[src/rtl/cim_scan_sequencer_if.sv]
// Harness-side bus of the CIM scan sequencer: start/abort/data/run-count in, busy/done/result out.
// The master modport is the PS-side driver and the slave modport is the sequencer.
interface cim_scan_sequencer_if #(
    parameter int CHAIN_IN_LEN  = 128,
    parameter int CHAIN_OUT_LEN = 129,
    parameter int RUN_W         = 16
);
    logic                     har_start;
    logic                     har_abort;
    logic [CHAIN_IN_LEN-1:0]  har_scan_in_data;
    logic [RUN_W-1:0]         har_run_cycles;
    logic                     har_busy;
    logic                     har_done;
    logic [CHAIN_OUT_LEN-1:0] har_scan_out_data;

    modport master (
        output har_start, har_abort, har_scan_in_data, har_run_cycles,
        input  har_busy, har_done, har_scan_out_data
    );

    modport slave (
        input  har_start, har_abort, har_scan_in_data, har_run_cycles,
        output har_busy, har_done, har_scan_out_data
    );
endinterface

[src/rtl/cim_scan_sequencer.sv]
// One full CIM scan transaction: shift in, update pulse, run, capture, shift out, report.
// Optional macro SCAN_OUT_SYNC_EN puts a 2-flop synchronizer on the scan-out pad (+2 cycles).
module cim_scan_sequencer #(
    parameter int CHAIN_IN_LEN  = 128,
    parameter int CHAIN_OUT_LEN = 129,
    parameter int UPD_HIGH_CYC  = 2,
    parameter int RUN_W         = 16
) (
    input  logic                i_har_clk,
    input  logic                i_har_reset_n,
    cim_scan_sequencer_if.slave har,
    output logic                o_cim_se_pad,
    output logic                o_cim_scan_in_pad,
    output logic                o_cim_update_clk_pad,
    input  logic                i_cim_scan_out_pad
);
`ifdef SCAN_OUT_SYNC_EN
    localparam int SYNC_DLY = 2;
`else
    localparam int SYNC_DLY = 0;
`endif
    localparam int UNLOAD_CYC = CHAIN_OUT_LEN + SYNC_DLY;
    localparam int MAX_A      = (CHAIN_IN_LEN > UNLOAD_CYC) ? CHAIN_IN_LEN : UNLOAD_CYC;
    localparam int CNT_MAX    = (MAX_A > UPD_HIGH_CYC) ? MAX_A : UPD_HIGH_CYC;
    localparam int CNT_W      = $clog2(CNT_MAX + 1);

    localparam logic [CNT_W-1:0] IN_LAST     = CNT_W'(CHAIN_IN_LEN - 1);
    localparam logic [CNT_W-1:0] UPD_LAST_HI = CNT_W'(UPD_HIGH_CYC - 1);
    localparam logic [CNT_W-1:0] UPD_LOW     = CNT_W'(UPD_HIGH_CYC);
    localparam logic [CNT_W-1:0] SE_LAST     = CNT_W'(CHAIN_OUT_LEN - 1);
    localparam logic [CNT_W-1:0] UNLOAD_LAST = CNT_W'(UNLOAD_CYC - 1);
    localparam logic [RUN_W-1:0] RUN_ONE     = RUN_W'(1);

    localparam logic [2:0] S_IDLE     = 3'd0;
    localparam logic [2:0] S_SHIFT_IN = 3'd1;
    localparam logic [2:0] S_UPDATE   = 3'd2;
    localparam logic [2:0] S_RUN      = 3'd3;
    localparam logic [2:0] S_CAPTURE  = 3'd4;
    localparam logic [2:0] S_UNLOAD   = 3'd5;
    localparam logic [2:0] S_DONE     = 3'd6;

    logic [2:0]               r_state;
    logic [CNT_W-1:0]         r_cnt;
    logic [RUN_W-1:0]         r_run_cnt;
    logic [CHAIN_IN_LEN-1:0]  r_in_shift;
    logic [CHAIN_OUT_LEN-2:0] r_out_shift;
    logic [CHAIN_OUT_LEN-1:0] r_scan_out_data;
    logic                     r_busy;
    logic                     r_done;
    logic                     r_se;
    logic                     r_scan_in;
    logic                     r_upd;
    logic                     w_scan_out_bit;
    logic                     w_sample_en;

`ifdef SCAN_OUT_SYNC_EN
    localparam logic [CNT_W-1:0] SAMPLE_FIRST = CNT_W'(SYNC_DLY);
    logic r_sync1;
    logic r_sync2;

    always_ff @(posedge i_har_clk or negedge i_har_reset_n) begin
        if (!i_har_reset_n) begin
            r_sync1 <= 1'b0;
            r_sync2 <= 1'b0;
        end else begin
            r_sync1 <= i_cim_scan_out_pad;
            r_sync2 <= r_sync1;
        end
    end

    // The first SYNC_DLY unload cycles only flush the synchronizer.
    assign w_scan_out_bit = r_sync2;
    assign w_sample_en    = (r_cnt >= SAMPLE_FIRST);
`else
    assign w_scan_out_bit = i_cim_scan_out_pad;
    assign w_sample_en    = 1'b1;
`endif

    always_ff @(posedge i_har_clk or negedge i_har_reset_n) begin
        if (!i_har_reset_n) begin
            r_state         <= S_IDLE;
            r_cnt           <= '0;
            r_run_cnt       <= '0;
            r_in_shift      <= '0;
            r_out_shift     <= '0;
            r_scan_out_data <= '0;
            r_busy          <= 1'b0;
            r_done          <= 1'b0;
            r_se            <= 1'b0;
            r_scan_in       <= 1'b0;
            r_upd           <= 1'b0;
        end else if (har.har_abort) begin
            // Abort beats start and every transition; the last result is kept.
            r_state   <= S_IDLE;
            r_cnt     <= '0;
            r_busy    <= 1'b0;
            r_done    <= 1'b0;
            r_se      <= 1'b0;
            r_scan_in <= 1'b0;
            r_upd     <= 1'b0;
        end else begin
            r_done <= 1'b0;
            case (r_state)
                S_IDLE: begin
                    if (har.har_start) begin
                        r_in_shift <= har.har_scan_in_data;
                        r_run_cnt  <= har.har_run_cycles;
                        r_scan_in  <= har.har_scan_in_data[0];
                        r_se       <= 1'b1;
                        r_busy     <= 1'b1;
                        r_cnt      <= '0;
                        r_state    <= S_SHIFT_IN;
                    end
                end
                S_SHIFT_IN: begin
                    if (r_cnt == IN_LAST) begin
                        r_se      <= 1'b0;
                        r_scan_in <= 1'b0;
                        r_upd     <= 1'b1;
                        r_cnt     <= '0;
                        r_state   <= S_UPDATE;
                    end else begin
                        r_in_shift <= r_in_shift >> 1;
                        r_scan_in  <= r_in_shift[1];
                        r_cnt      <= r_cnt + 1'b1;
                    end
                end
                S_UPDATE: begin
                    r_cnt <= r_cnt + 1'b1;
                    if (r_cnt == UPD_LAST_HI) begin
                        r_upd <= 1'b0;
                    end
                    if (r_cnt == UPD_LOW) begin
                        r_cnt   <= '0;
                        r_state <= (r_run_cnt == '0) ? S_CAPTURE : S_RUN;
                    end
                end
                S_RUN: begin
                    if (r_run_cnt == RUN_ONE) begin
                        r_state <= S_CAPTURE;
                    end else begin
                        r_run_cnt <= r_run_cnt - 1'b1;
                    end
                end
                S_CAPTURE: begin
                    r_se    <= 1'b1;
                    r_cnt   <= '0;
                    r_state <= S_UNLOAD;
                end
                S_UNLOAD: begin
                    if (w_sample_en) begin
                        r_out_shift <= {w_scan_out_bit, r_out_shift[CHAIN_OUT_LEN-2:1]};
                    end
                    if (r_cnt == UNLOAD_LAST) begin
                        r_scan_out_data <= {w_scan_out_bit, r_out_shift};
                        r_done          <= 1'b1;
                        r_busy          <= 1'b0;
                        r_se            <= 1'b0;
                        r_cnt           <= '0;
                        r_state         <= S_DONE;
                    end else begin
                        r_cnt <= r_cnt + 1'b1;
                        if (r_cnt == SE_LAST) begin
                            r_se <= 1'b0;
                        end
                    end
                end
                S_DONE: begin
                    r_state <= S_IDLE;
                end
                default: begin
                    r_state <= S_IDLE;
                end
            endcase
        end
    end

    assign har.har_busy          = r_busy;
    assign har.har_done          = r_done;
    assign har.har_scan_out_data = r_scan_out_data;
    assign o_cim_se_pad          = r_se;
    assign o_cim_scan_in_pad     = r_scan_in;
    assign o_cim_update_clk_pad  = r_upd;
endmodule

[src/flat_wrapper.sv]
// flat-port wrapper written by rule: the top's interface ports become plain ports
module cim_scan_sequencer_flat 
#(
    parameter int CHAIN_IN_LEN  = 128,
    parameter int CHAIN_OUT_LEN = 129,
    parameter int UPD_HIGH_CYC  = 2,
    parameter int RUN_W         = 16
)
  (i_har_clk, i_har_reset_n, o_cim_se_pad, o_cim_scan_in_pad, o_cim_update_clk_pad, i_cim_scan_out_pad, har_har_start, har_har_abort, har_har_scan_in_data, har_har_run_cycles, har_har_busy, har_har_done, har_har_scan_out_data);
  cim_scan_sequencer_if #(.CHAIN_IN_LEN(CHAIN_IN_LEN), .CHAIN_OUT_LEN(CHAIN_OUT_LEN), .RUN_W(RUN_W)) har_i ();
  input  logic i_har_clk;
  input  logic i_har_reset_n;
  output logic o_cim_se_pad;
  output logic o_cim_scan_in_pad;
  output logic o_cim_update_clk_pad;
  input  logic i_cim_scan_out_pad;
  input wire logic [$bits(har_i.har_start)-1:0] har_har_start;
  input wire logic [$bits(har_i.har_abort)-1:0] har_har_abort;
  input wire logic [$bits(har_i.har_scan_in_data)-1:0] har_har_scan_in_data;
  input wire logic [$bits(har_i.har_run_cycles)-1:0] har_har_run_cycles;
  output wire logic [$bits(har_i.har_busy)-1:0] har_har_busy;
  output wire logic [$bits(har_i.har_done)-1:0] har_har_done;
  output wire logic [$bits(har_i.har_scan_out_data)-1:0] har_har_scan_out_data;
  assign har_i.har_start = har_har_start;
  assign har_i.har_abort = har_har_abort;
  assign har_i.har_scan_in_data = har_har_scan_in_data;
  assign har_i.har_run_cycles = har_har_run_cycles;
  assign har_har_busy = har_i.har_busy;
  assign har_har_done = har_i.har_done;
  assign har_har_scan_out_data = har_i.har_scan_out_data;
  cim_scan_sequencer #(.CHAIN_IN_LEN(CHAIN_IN_LEN), .CHAIN_OUT_LEN(CHAIN_OUT_LEN), .UPD_HIGH_CYC(UPD_HIGH_CYC), .RUN_W(RUN_W)) u_core (.i_har_clk(i_har_clk), .i_har_reset_n(i_har_reset_n), .har(har_i), .o_cim_se_pad(o_cim_se_pad), .o_cim_scan_in_pad(o_cim_scan_in_pad), .o_cim_update_clk_pad(o_cim_update_clk_pad), .i_cim_scan_out_pad(i_cim_scan_out_pad));
endmodule
[config.mk]
export PLATFORM = sky130hd
export DESIGN_NAME = cim_scan_sequencer_flat
export DESIGN_NICKNAME = d
export VERILOG_FILES = /design/src/rtl/cim_scan_sequencer_if.sv /design/src/rtl/cim_scan_sequencer.sv /design/src/flat_wrapper.sv
export SDC_FILE = /design/constraint.sdc
export NUM_CORES = 1
export LEC_CHECK = 0
export CAP_MARGIN = 20
export CORE_MARGIN = 3
export CORE_UTILIZATION = 53
export DETAILED_ROUTE_END_ITERATION = 12
export GPL_TIMING_DRIVEN = 0
export HOLD_SLACK_MARGIN = 0.03
export PLACE_DENSITY = 0.79
export SYNTH_ARGS = -nofsm -noshare
export SYNTH_HDL_FRONTEND = slang
export SYNTH_SLANG_ARGS = --single-unit
[constraint.sdc]
create_clock -name i_har_clk -period 2.1 [get_ports i_har_clk]
set_input_delay 0.315 -clock i_har_clk [delete_from_list [all_inputs] [get_ports i_har_clk]]
set_output_delay 0.315 -clock i_har_clk [all_outputs]
set_load 0.02 [all_outputs]
==> flow_summary_export.csv <==
group,metric,value,unit
finish,fin_cells,2712,
sta,rsz0062_at_grt,"yes",
cts,path_clk_slew,0.06,ns
yosys,ys_ff_latch,416,
worst_setup_path,r2r-start,"u_core.r_run_cnt[1]",
flow_run,drv_cap,0,
power_and_ir_drop,irDropWorstVdd,0.0007630,V
route,drc,0,
die,die_h,188.4,um
worst_setup_path,end_kind,"flip-flop",
cts,cts_max_level,2,
worst_setup_path,crit_required,2.55,ns
yosys,syn-instance-count,1905,
placement,hpwlAfterDp,30920,um
sta,hold_slack,0.2360,ns
yosys,yosysSeqAreaShare,0.5901,
sta,tightest_slew,0.5791,ns
grt,grt.total_usage,0.2413,
worst_setup_path,rrSetupSlack,-0.03,ns
cts,clk_path_buf_depth,3,
worst_setup_path,crit_type,"flip-flop to flip-flop",
worst_setup_path,worst_setup_path_start_kind,"flip-flop",
route,dr.pass1.iters,5,
grt,grt_max_degree,103,
yosys,async_flop_share,1.000,
grt,antenna_found_initial,3,
sta,min_period,2.133,ns
yosys,synth-main-ff-cell,"dfrtp_1",
die,row_count,66,
power_and_ir_drop,total_power,23490,uW
cts,cts_sinks,416,
power_and_ir_drop,leakagePower,0.01138,uW
die,start_util,0.5394,
sta,setup_violations,10,
route,viasPerCell,5.240,
yosys,synth_area_per_cell,9.260,um^2
placement,dp.cells,2632,
grt,grt_overflow_total,0,
status,violations,"negative setup slack",
finish,drive_gt1_frac,0.08157,
placement,port_buffers,281,
route,routed_wl,43110,um
worst_setup_path,crit_arrival,2.59,ns
sta,hold_violations,0,
route,antenna_left,0,
worst_setup_path,timing.rr.end,"u_core.r_run_cnt[7]",
yosys,synth-edff-count,0,
finish,final_util,0.6979,
worst_setup_path,cp_max_fo,10,
route,routedWlPerCell,15.90,um
cts,cts_tree,"done",
cts,cts_made_buffers,43,
die,io_pins,283,
grt,grt_pass1_vias,14545,
die,core_area,0.03270,mm^2
grt,grt_pass1_wl,71160,um
cts,clock-root-buffer,"clkbuf_16",
worst_setup_path,crit_path_end,"u_core.r_run_cnt[7]",
die,die_area,0.03551,mm^2
finish,nets,2393,
yosys,ys_warn_count,0,
route,num_vias,14212,
die,die_w,188.4,um
yosys,syn_area,0.01764,mm^2
finish,syn_to_final_growth,29.38,%
sta,timing.fmax,0.4687,GHz
sta,tns,-0.1817,ns
placement,place.gp.congestion,0.8635,
yosys,synth.net_count,2061,
route,drt_iter0_drc,866,
status,status,"finished, violations left",
sta,finClkSkew,0.01623,ns
worst_setup_path,critPathLaunch,"u_core.r_run_cnt[1]",
yosys,synth_cell_types,60,
cts,worstSkewPairLatency,0.54,ns
sta,slew_viol_final,0,
worst_setup_path,r2r.worst_path.cells,8,
power_and_ir_drop,p_per_area,1029,mW/mm^2
worst_hold_path,hold_class,"input port to async pin",
sta,slew-limit-headroom,0.6139,
sta,final.setup.worst_slack,-0.03337,ns
sta,timing.final.crit_share,1.016,
-- per-layer routing --
metal  GRT usage  wire length, um
met1      0.3061            17550
met2      0.4141            21400
met3     0.05823             2904
met4     0.07161             1247
met5           0                9
-- worst max-delay path, stage by stage, from the launching register on --
cell	delay [ns]
dfrtp_1	0.40
inv_1	0.13
ha_1	0.24
nor4b_1	0.42
nand4_1	0.18
a21boi_2	0.22
clkbuf_4	0.25
o31ai_1	0.10
o21ai_0	0.10
-- registers in the layout (all words and copies together) (netlist names) --
| register | flops |
|---|---|
| u_core.har.har_busy | 1 |
| u_core.har.har_done | 1 |
| u_core.har.har_scan_out_data | 129 |
| u_core.o_cim_scan_in_pad | 1 |
| u_core.o_cim_se_pad | 1 |
| u_core.o_cim_update_clk_pad | 1 |
| u_core.r_cnt | 8 |
| u_core.r_in_shift | 127 |
| u_core.r_out_shift | 128 |
| u_core.r_run_cnt | 16 |
| u_core.r_state | 3 |
-- cells in the final DEF (no fill, tap or decap), types with 3 or more instances in the layout --
master,netlist,layout
nand2_1,910,910
dfrtp_1,416,413
clkdlybuf4s50_1,0,280
mux2i_1,128,128
o21ai_0,77,74
o21ai_1,71,73
clkbuf_16,0,44
clkbuf_2,0,39
clkbuf_1,75,38
nor2_1,25,25
a21oi_1,26,25
buf_4,12,22
buf_2,18,15
clkbuf_8,0,13
inv_1,11,11
o31ai_1,12,10
nor3_1,10,9
buf_6,9,8
nand3_1,7,7
and3_1,6,6
clkbuf_4,0,6
ha_1,7,6
a21o_1,5,5
a31oi_1,5,5
o22ai_1,4,4
nor2b_1,4,4
buf_16,0,4
nor4_4,1,3
nand4_1,3,3
or3_1,3,3
nor3b_1,4,3
nand2b_1,3,3
xor2_1,3,3
clkinv_2,0,3
bufinv_16,0,3
dfrtp_2,0,3
-- power by group --
group	leakage [uW]	internal, uW	switching (uW)	total [uW]
sequential	0.00559	9370	945	10300
clock	0.000714	4680	3050	7730
combinational	0.00508	2470	2970	5440
total	0.0114	16500	6970	23500
-- synth_stat cells, types with 9 or more instances --
library cell | count | area share
o21ai_1 | 71 | 0.020
buf_6 | 9 | 0.0057
inv_1 | 11 | 0.0023
o21ai_0 | 77 | 0.022
mux2i_1 | 128 | 0.073
buf_2 | 18 | 0.0051
nor3_1 | 10 | 0.0028
a21oi_1 | 26 | 0.0074
o31ai_1 | 12 | 0.0051
buf_4 | 12 | 0.0051
nor2_1 | 25 | 0.0053
nand2_1 | 910 | 0.19
dfrtp_1 | 416 | 0.59
clkbuf_1 | 75 | 0.016
-- worst min-delay path by stage --
stage	end	from	slack [ns]	cells after the start
6_report	u_core.r_out_shift[89]	i_har_reset_n	0.24	2
4_1_cts	u_core.r_out_shift[89]	i_har_reset_n	0.23	2
2_1_floorplan	u_core.har.har_busy	i_har_reset_n	0.02	0
3_5_place_dp	u_core.r_out_shift[89]	i_har_reset_n	0.21	1
3_3_place_gp	u_core.har.har_scan_out_data[104]	u_core.har.har_scan_out_data[104]	0.45	2
5_1_grt	u_core.r_out_shift[89]	i_har_reset_n	0.25	2
-- cell families (layout without fill, tap and decap cells) --
group	count (synthesis)	after routing	synth area share
flops	416	416	0.5901
compound gates	224	224	0.07185
fa+ha+maj	7	7	0.004965
xor+xnor	5	5	0.002483
other cells	0	2	0
buf+inv	130	493	0.03532
simple gates	995	995	0.2226
mux	128	128	0.07263
-- per-stage QoR --
step,instance area [um^2],setup WS (ns)
after global placement,21010,-17.04
after detailed placement,21120,-0.4645
after CTS,22670,0.0006115
final,22820,-0.03337
after global routing,22820,-0.09893
after floorplan,17640,0.1515
-- final cells by class --
class	count	area, um^2
antenna	2	5.005
buffer	112	650.6
clock buffer	68	1321
clock inverter	8	130.1
fill	2497	9878
inverter	11	41.29
multi-input combinational	1359	6710
sequential	416	10410
tap	442	553.0
timing repair buffer	294	2998
-- what timing repair did --
item	4_1_cts	5_1_grt
cloned	0	0
hold buffers	1	0
endpoints found under the hold margin	32	0
resized for setup	36	91
pin swaps	1	1
setup endpoints to repair	351	372
buffers inserted	2	6
Note: power is estimated with default switching activity, not from simulation.
